--- src/rtl/noise_pkg.sv ---
// Shared types and constants for the noise sample scheduler.
package noise_pkg;

   localparam int LFSR_W = 8;
   localparam logic [LFSR_W-1:0] LFSR_SEED = 8'hFF;

   typedef enum logic [1:0] {
      IDLE    = 2'd0,
      STEP    = 2'd1,
      CAPTURE = 2'd2
   } noise_state_e;

   // Modulo reduction for values known to lie in [0, 2*n).
   function automatic int rr_wrap(int v, int n);
      return (v >= n) ? (v - n) : v;
   endfunction

endpackage

--- src/rtl/noise_sched_if.sv ---
// Voice/LFSR side bundle of the noise scheduler; slave is the scheduler end.
interface noise_sched_if
   import noise_pkg::*;
#(
   parameter int NREQ = 4
);
   localparam int IDW = $clog2(NREQ);

   logic              audio_clk_en;
   logic [NREQ-1:0]   req;
   logic [LFSR_W-1:0] lfsr_q;
   logic              lfsr_step;
   logic [LFSR_W-1:0] sample;
   logic [IDW-1:0]    sample_id;
   logic              sample_valid;
   logic              busy;
   logic [NREQ-1:0]   pend;

   modport master (
      output audio_clk_en, req, lfsr_q,
      input  lfsr_step, sample, sample_id, sample_valid, busy, pend
   );

   modport slave (
      input  audio_clk_en, req, lfsr_q,
      output lfsr_step, sample, sample_id, sample_valid, busy, pend
   );

endinterface

--- src/rtl/noise_sched_rr_pick.sv ---
// Combinational round-robin picker: first set pend bit at or after ptr, wrapping at NREQ.
module rr_pick
   import noise_pkg::*;
#(
   parameter  int NREQ = 4,
   localparam int IDW  = $clog2(NREQ)
) (
   input  logic [NREQ-1:0] i_pend,
   input  logic [IDW-1:0]  i_ptr,
   output logic            o_any,
   output logic [IDW-1:0]  o_idx
);

   function automatic logic [IDW-1:0] cand_idx(logic [IDW-1:0] ptr, int k);
      int s;
      s = rr_wrap(int'(ptr) + k, NREQ);
      return s[IDW-1:0];
   endfunction

   // Walk from the farthest candidate back to ptr so the nearest hit is written last.
   always_comb begin
      o_any = |i_pend;
      o_idx = '0;
      for (int k = NREQ - 1; k >= 0; k--) begin
         if (i_pend[cand_idx(i_ptr, k)]) o_idx = cand_idx(i_ptr, k);
      end
   end

endmodule

--- src/rtl/noise_sched.sv ---
// Round-robin sharing of one noise LFSR among NREQ voices, one step per accepted audio tick.
// Optional NOISE_FREERUN_EN: idle ticks still step the LFSR without producing a sample.
//
// state   | meaning
// IDLE    | waiting for audio tick with a pending request (or any tick in free-run)
// STEP    | lfsr_step high; LFSR advances at end of cycle
// CAPTURE | new lfsr_q available; sample registered, pend bit cleared, ptr advanced
module noise_sched
   import noise_pkg::*;
#(
   parameter int NREQ = 4
) (
   input  logic         clk,
   input  logic         I_RSTn,
   noise_sched_if.slave bus
);

   localparam int IDW = $clog2(NREQ);

`ifdef NOISE_FREERUN_EN
   localparam bit FREERUN = 1'b1;
`else
   localparam bit FREERUN = 1'b0;
`endif

   noise_state_e      r_state;
   noise_state_e      w_state_nxt;
   logic              w_start;

   logic [NREQ-1:0]   r_pend;
   logic [NREQ-1:0]   w_pend_nxt;
   logic [IDW-1:0]    r_ptr;
   logic [IDW-1:0]    r_gnt_idx;
   logic [IDW-1:0]    w_gnt_inc;
   logic              r_gnt_live;
   logic              w_capture_live;

   logic              w_pick_any;
   logic [IDW-1:0]    w_pick_idx;

   logic [LFSR_W-1:0] r_sample;
   logic [IDW-1:0]    r_sample_id;
   logic              r_sample_valid;

   rr_pick #(
      .NREQ (NREQ)
   ) u_rr_pick (
      .i_pend (r_pend),
      .i_ptr  (r_ptr),
      .o_any  (w_pick_any),
      .o_idx  (w_pick_idx)
   );

   always_ff @(posedge clk or negedge I_RSTn) begin
      if (!I_RSTn) r_state <= IDLE;
      else         r_state <= w_state_nxt;
   end

   always_comb begin
      w_state_nxt = r_state;
      w_start     = 1'b0;
      unique case (r_state)
         IDLE: begin
            if (bus.audio_clk_en && (w_pick_any || FREERUN)) begin
               w_state_nxt = STEP;
               w_start     = 1'b1;
            end
         end
         STEP:    w_state_nxt = CAPTURE;
         CAPTURE: w_state_nxt = IDLE;
         default: w_state_nxt = IDLE;
      endcase
   end

   // A free-run pass (no grant) must not touch pend, ptr or the sample outputs.
   assign w_capture_live = (r_state == CAPTURE) && r_gnt_live;
   assign w_gnt_inc      = (r_gnt_idx == IDW'(NREQ - 1)) ? '0 : r_gnt_idx + IDW'(1);

   // New requests are ORed in after the clear, so a coincident re-request survives.
   always_comb begin
      w_pend_nxt = r_pend;
      if (w_capture_live) w_pend_nxt[r_gnt_idx] = 1'b0;
      w_pend_nxt = w_pend_nxt | bus.req;
   end

   always_ff @(posedge clk or negedge I_RSTn) begin
      if (!I_RSTn) begin
         r_pend         <= '0;
         r_ptr          <= '0;
         r_gnt_idx      <= '0;
         r_gnt_live     <= 1'b0;
         r_sample       <= '0;
         r_sample_id    <= '0;
         r_sample_valid <= 1'b0;
      end else begin
         r_pend         <= w_pend_nxt;
         r_sample_valid <= w_capture_live;
         if (w_start) begin
            r_gnt_live <= w_pick_any;
            if (w_pick_any) r_gnt_idx <= w_pick_idx;
         end
         if (w_capture_live) begin
            r_sample    <= bus.lfsr_q;
            r_sample_id <= r_gnt_idx;
            r_ptr       <= w_gnt_inc;
         end
      end
   end

   assign bus.lfsr_step    = (r_state == STEP);
   assign bus.busy         = (r_state != IDLE);
   assign bus.sample       = r_sample;
   assign bus.sample_id    = r_sample_id;
   assign bus.sample_valid = r_sample_valid;
   assign bus.pend         = r_pend;

endmodule

--- src/flat_wrapper.sv ---
// flat-port wrapper written by rule: the top's interface ports become plain ports
module noise_sched_flat import noise_pkg::*;
#(
   parameter int NREQ = 4
)
  (clk, I_RSTn, bus_audio_clk_en, bus_req, bus_lfsr_q, bus_lfsr_step, bus_sample, bus_sample_id, bus_sample_valid, bus_busy, bus_pend);
  noise_sched_if #(.NREQ(NREQ)) bus_i ();
  input  logic clk;
  input  logic I_RSTn;
  input wire logic [$bits(bus_i.audio_clk_en)-1:0] bus_audio_clk_en;
  input wire logic [$bits(bus_i.req)-1:0] bus_req;
  input wire logic [$bits(bus_i.lfsr_q)-1:0] bus_lfsr_q;
  output wire logic [$bits(bus_i.lfsr_step)-1:0] bus_lfsr_step;
  output wire logic [$bits(bus_i.sample)-1:0] bus_sample;
  output wire logic [$bits(bus_i.sample_id)-1:0] bus_sample_id;
  output wire logic [$bits(bus_i.sample_valid)-1:0] bus_sample_valid;
  output wire logic [$bits(bus_i.busy)-1:0] bus_busy;
  output wire logic [$bits(bus_i.pend)-1:0] bus_pend;
  assign bus_i.audio_clk_en = bus_audio_clk_en;
  assign bus_i.req = bus_req;
  assign bus_i.lfsr_q = bus_lfsr_q;
  assign bus_lfsr_step = bus_i.lfsr_step;
  assign bus_sample = bus_i.sample;
  assign bus_sample_id = bus_i.sample_id;
  assign bus_sample_valid = bus_i.sample_valid;
  assign bus_busy = bus_i.busy;
  assign bus_pend = bus_i.pend;
  noise_sched #(.NREQ(NREQ)) u_core (.clk(clk), .I_RSTn(I_RSTn), .bus(bus_i));
endmodule
--- config.mk ---
export PLATFORM = sky130hd
export DESIGN_NAME = noise_sched_flat
export DESIGN_NICKNAME = d
export VERILOG_FILES = /design/src/rtl/noise_pkg.sv /design/src/rtl/noise_sched_if.sv /design/src/rtl/noise_sched_rr_pick.sv /design/src/rtl/noise_sched.sv /design/src/flat_wrapper.sv
export SDC_FILE = /design/constraint.sdc
export NUM_CORES = 1
export LEC_CHECK = 0
export CAP_MARGIN = 20
export CORE_UTILIZATION = 25
export CTS_BUF_LIST = sky130_fd_sc_hd__clkbuf_4 sky130_fd_sc_hd__clkbuf_8
export DETAILED_ROUTE_END_ITERATION = 8
export HOLD_SLACK_MARGIN = 0.08
export MAX_ROUTING_LAYER = met4
export SYNTH_ARGS = -nofsm -noshare
export SYNTH_HDL_FRONTEND = slang
export SYNTH_HIERARCHICAL = 1
export SYNTH_SLANG_ARGS = --single-unit
--- constraint.sdc ---
create_clock -name clk -period 1.9 [get_ports clk]
set_input_delay 0.38 -clock clk [delete_from_list [all_inputs] [get_ports clk]]
set_output_delay 0.38 -clock clk [all_outputs]
set_load 0.05 [all_outputs]
==> impl_summary.md <==
Synthesis
The average instance in the mapped netlist occupies 14.04 µm². After synthesis the cells add up to approximately 1000 µm². The cell count after synthesis came out at 73. Counting flops and latches in the post-synthesis netlist gives 22. Yosys printed 6 warnings. The total nets after synthesis is 92.

Summing the sequential cell areas from Yosys gives between 50% and 60% of the chip area. Synthesis instantiated 22 different standard cells from the library.

Job
The tool flagged a number of max-cap violations equal to 0.

Timing
The share of the clock period used by the worst path after layout is about 96%. Headroom to the max-slew limit came out at between 60% and 70%. Clock skew on the completed layout was measured at approximately 0.0073 ns. Subtracting the final worst setup slack from the clock period gives 1.819 ns.

The total of endpoints with negative setup slack in the final report is 0. The number of slew-limit violations in the final report came to 0. The total count of hold-check failures in the final report is 0. Static timing analysis puts the maximum clock frequency at approximately 550 MHz. At the pin with the least slew margin, the transition time is around 0.5 ns. The post-route worst setup slack is between 0.08 and 0.09 ns.

Setup repair after global routing left no endpoint under its margin. The setup TNS after final layout is 0 ns.

Detailed routing
After detailed routing, the average wire length per cell comes to 13.07 µm. The number of nets with antenna violations after detailed routing is 0. The detailed router's first-iteration violation count is 11. The pre-antenna-repair detailed-routing pass consisted of 4 iterations.

The routed layout has 670 vias. The overall routed net length is slightly above 2000 µm. In the routed layout, each cell is associated on average with a via count of about 4.3. The detailed-route DRC error count is 0.

Worst setup path
The source of the worst register-to-register timing path is u_core/bus.pend[2]$_DFF_PN0_. The sum of buffers and inverters on the critical path is 1. In this run the register-to-register setup slack is ~0.28 ns.

The worst reg2reg path depth is 3. For the worst setup path, the data arrival time is between 1 and 1.5 ns. The number of cells on the critical path is 1.

The kind of critical path is flip-flop to output pin. The type of origin of the critical path is a flip-flop. On the critical path the largest part of the delay comes from buffers and inverters. Along the worst path, the maximum fanout reaches 2. The delay of the slowest critical-path stage is 0.82 ns. The endpoint of the worst-slack reg-to-reg timing path is u_core/r_gnt_idx[1]$_DFFE_PN0P_. The source of the critical timing path is u_core/bus.sample[3]$_DFFE_PN0N_. The critical path required time is about 1.5 ns. The capturing instance or port of the critical path is bus_sample[3]. The slowest cell on the critical path is clkdlybuf4s50_1.

The type of destination of the critical path is an output pin. The critical path goes through clkdlybuf4s50_1.

Power and ir drop
Summed over all nets, the switching power comes to 0.8916 mW. Combinational logic is responsible for 47.1% of the overall power. The fraction of power consumed by the clock network is 19.2%. In this run switching power makes up between 30% and 40% of total power. Across the VDD grid, the largest voltage drop is between 0.7 and 0.8 mV.

Power spread over the standard cell area amounts to around 1600 nW/µm². The cell-internal power is 1.377 mW. In this run the static leakage power is 0.6646 nW.

Of the total power, registers draw about 34%.

CTS
The number of setup buffers added after CTS is 0. The TritonCTS sink count is 22. TritonCTS built the clock tree. The clock reaches the later pin of the worst-skew pair after roughly 0.26 ns. The cell at the root of the clock tree is clkbuf_8.

No sink is reached through more buffers than the 2 on the longest clock path. CTS built an H-tree with a depth of 1. Counting the buffers created by CTS gives 3.

Clock-pin slew was measured on the worst setup and hold paths at around 0.09 ns. The number of hold buffers added after cts is 0. Post-CTS repair changed the size of 0 cells.

Placement
The routability congestion estimate is 0.7461. The number of buffers added on ports is 31. Once detailed placement completed, the half-perimeter wirelength came to roughly 1500 µm. The placed instance count is between 150 and 200.

After detailed placement, the total cell area comes to 1384 µm². At the placement stage, the worst setup path has a slack of ~0.3 ns.

Global route
The number of antenna violations at the first check in global routing came to 0. The global-route usage over all layers is between 10% and 20%. The maximum number of pins on one net before global-route repair is 23. The via count of the first global-routing pass is roughly 700. Summed over all layers, the global routing overflow is 0. The first-pass GRT wire length is between 3000 and 4000 µm.

Floorplan
For this configuration, the core starts out at a cell density of 26.98%. The die outline height is between 60 and 70 µm. The number of standard-cell rows in the floorplan is 22. The floorplan core area is about 3800 µm².

The total die area is 4359 µm². The horizontal die dimension is roughly 66 µm. In this run the count of I/O pins placed on the die edge is 32.

Final layout
The layout net count is 128. The layout overhead on the synthesized area is 42.00%. The final instance area is around 1500 µm². The post-route netlist has about 30% of its cells at a drive strength greater than 1. Leaving out fill and tap cells, the most frequent cells in the layout are 23 x clkdlybuf4s50_1, 22 x dfrtp_1, 12 x mux2_4, 8 x buf_4, 7 x inv_1. The repair_antennas step left the layout with diodes totalling 0. The library cell used most frequently in the layout, excluding fill and tap cells, is clkdlybuf4s50_1.

The post-route non-filler standard cell count is between 150 and 200.

Min path
The min-delay analysis places its worst path in the category input port to async pin.

Run status
The flow ran to the end, and the final reports show no timing, DRC or antenna violations.
[metrics by stage]
| step | power [mW] | util [%] | hold slack (ns) |
|---|---|---|---|
| 2_1_floorplan | 1.502 | - | 0.08441 |
| 3_3_place_gp | 1.828 | 36.43 | 0.4903 |
| 3_5_place_dp | 1.849 | 36.43 | 0.4925 |
| 4_1_cts | 2.299 | 38.31 | 0.4660 |
| 5_1_grt | 2.406 | 38.31 | 0.4823 |
| 6_report | 2.269 | 38.31 | 0.4594 |
[flip-flops by register name, summed over array words and instances, names as in the netlist]
name                     cells
u_core/bus.pend              4
u_core/bus.sample            8
u_core/bus.sample_id         2
u_core/bus.sample_valid      1
u_core/r_gnt_idx             2
u_core/r_gnt_live            1
u_core/r_ptr                 2
u_core/r_state               2
[power groups by stage]
stage | logic (mW) | clock network [mW] | registers [mW]
final | 1.07 | 0.435 | 0.766
after global routing | 1.13 | 0.481 | 0.794
after CTS | 1.08 | 0.452 | 0.767
after detailed placement | 1.08 | 0 | 0.773
after global placement | 1.06 | 0 | 0.764
after floorplan | 0.392 | 0 | 1.11
[how the worst min path moves through the flow]
stage / to / slack (ns) / cells after the start
final: u_core/bus.pend[3]$_DFF_PN0_ / 0.46 / 2
after global routing: u_core/bus.pend[2]$_DFF_PN0_ / 0.48 / 2
after CTS: u_core/bus.sample_valid$_DFF_PN0_ / 0.47 / 2
after detailed placement: u_core/bus.sample[6]$_DFFE_PN0N_ / 0.49 / 1
after global placement: u_core/bus.sample[4]$_DFFE_PN0N_ / 0.49 / 1
after floorplan: u_core/bus.pend[0]$_DFF_PN0_ / 0.08 / 0
[cells in the mapped netlist]
| cell | count | share of area (%) |
|---|---|---|
| a2bb2oi_1 | 1 | 0.85 |
| inv_1 | 7 | 2.6 |
| mux2_2 | 2 | 2.2 |
| a21o_1 | 1 | 0.73 |
| nor2_1 | 4 | 1.5 |
| nand3b_4 | 1 | 2.0 |
| and2b_2 | 2 | 1.7 |
| or4_1 | 1 | 0.73 |
| nand2_1 | 1 | 0.37 |
| ha_1 | 4 | 4.9 |
| mux2_4 | 12 | 18 |
| dfrtp_1 | 22 | 54 |
| nor3b_1 | 1 | 0.73 |
| buf_6 | 1 | 1.1 |
| nand4b_1 | 1 | 0.85 |
| mux2i_1 | 1 | 0.98 |
| and4bb_4 | 1 | 1.6 |
| a211oi_1 | 1 | 0.73 |
| a21oi_1 | 3 | 1.5 |
| or2_2 | 2 | 1.2 |
| a31oi_1 | 3 | 1.8 |
| nand3b_1 | 1 | 0.73 |
[routing by layer]
metal | vias up | routed length (µm) | part of all wire [%] | GRT usage [%]
met5 | - | 0 | 0 | -
met4 | 0 | 34 | 1.7 | 5.585
met3 | 2 | 55 | 2.7 | 1.034
met2 | 14 | 982 | 48 | 17.35
met1 | 332 | 968 | 47 | 13.69
li1 | 322 | - | - | -
[cell families after synthesis]
group                      count (synthesis)  share of synthesized area [%]
buffers and inverters                      8                          3.663
AOI/OAI and AO/OA                          9                          5.617
muxes                                     15                          20.76
adders and majority gates                  4                          4.884
and+or+nand+nor                           15                          11.36
DFF                                       22                          53.72
[layout make-up]
| type | instances | area (µm²) |
|---|---|---|
| Clock buffer | 3 | 41.29 |
| Clock inverter | 1 | 30.03 |
| Fill cell | 363 | 2344 |
| Inverter | 7 | 26.28 |
| Multi-Input combinational cell | 43 | 436.7 |
| Sequential cell | 22 | 550.5 |
| Tap cell | 48 | 60.06 |
| Timing Repair Buffer | 32 | 310.3 |
Note: power is estimated with default switching activity, not from simulation.
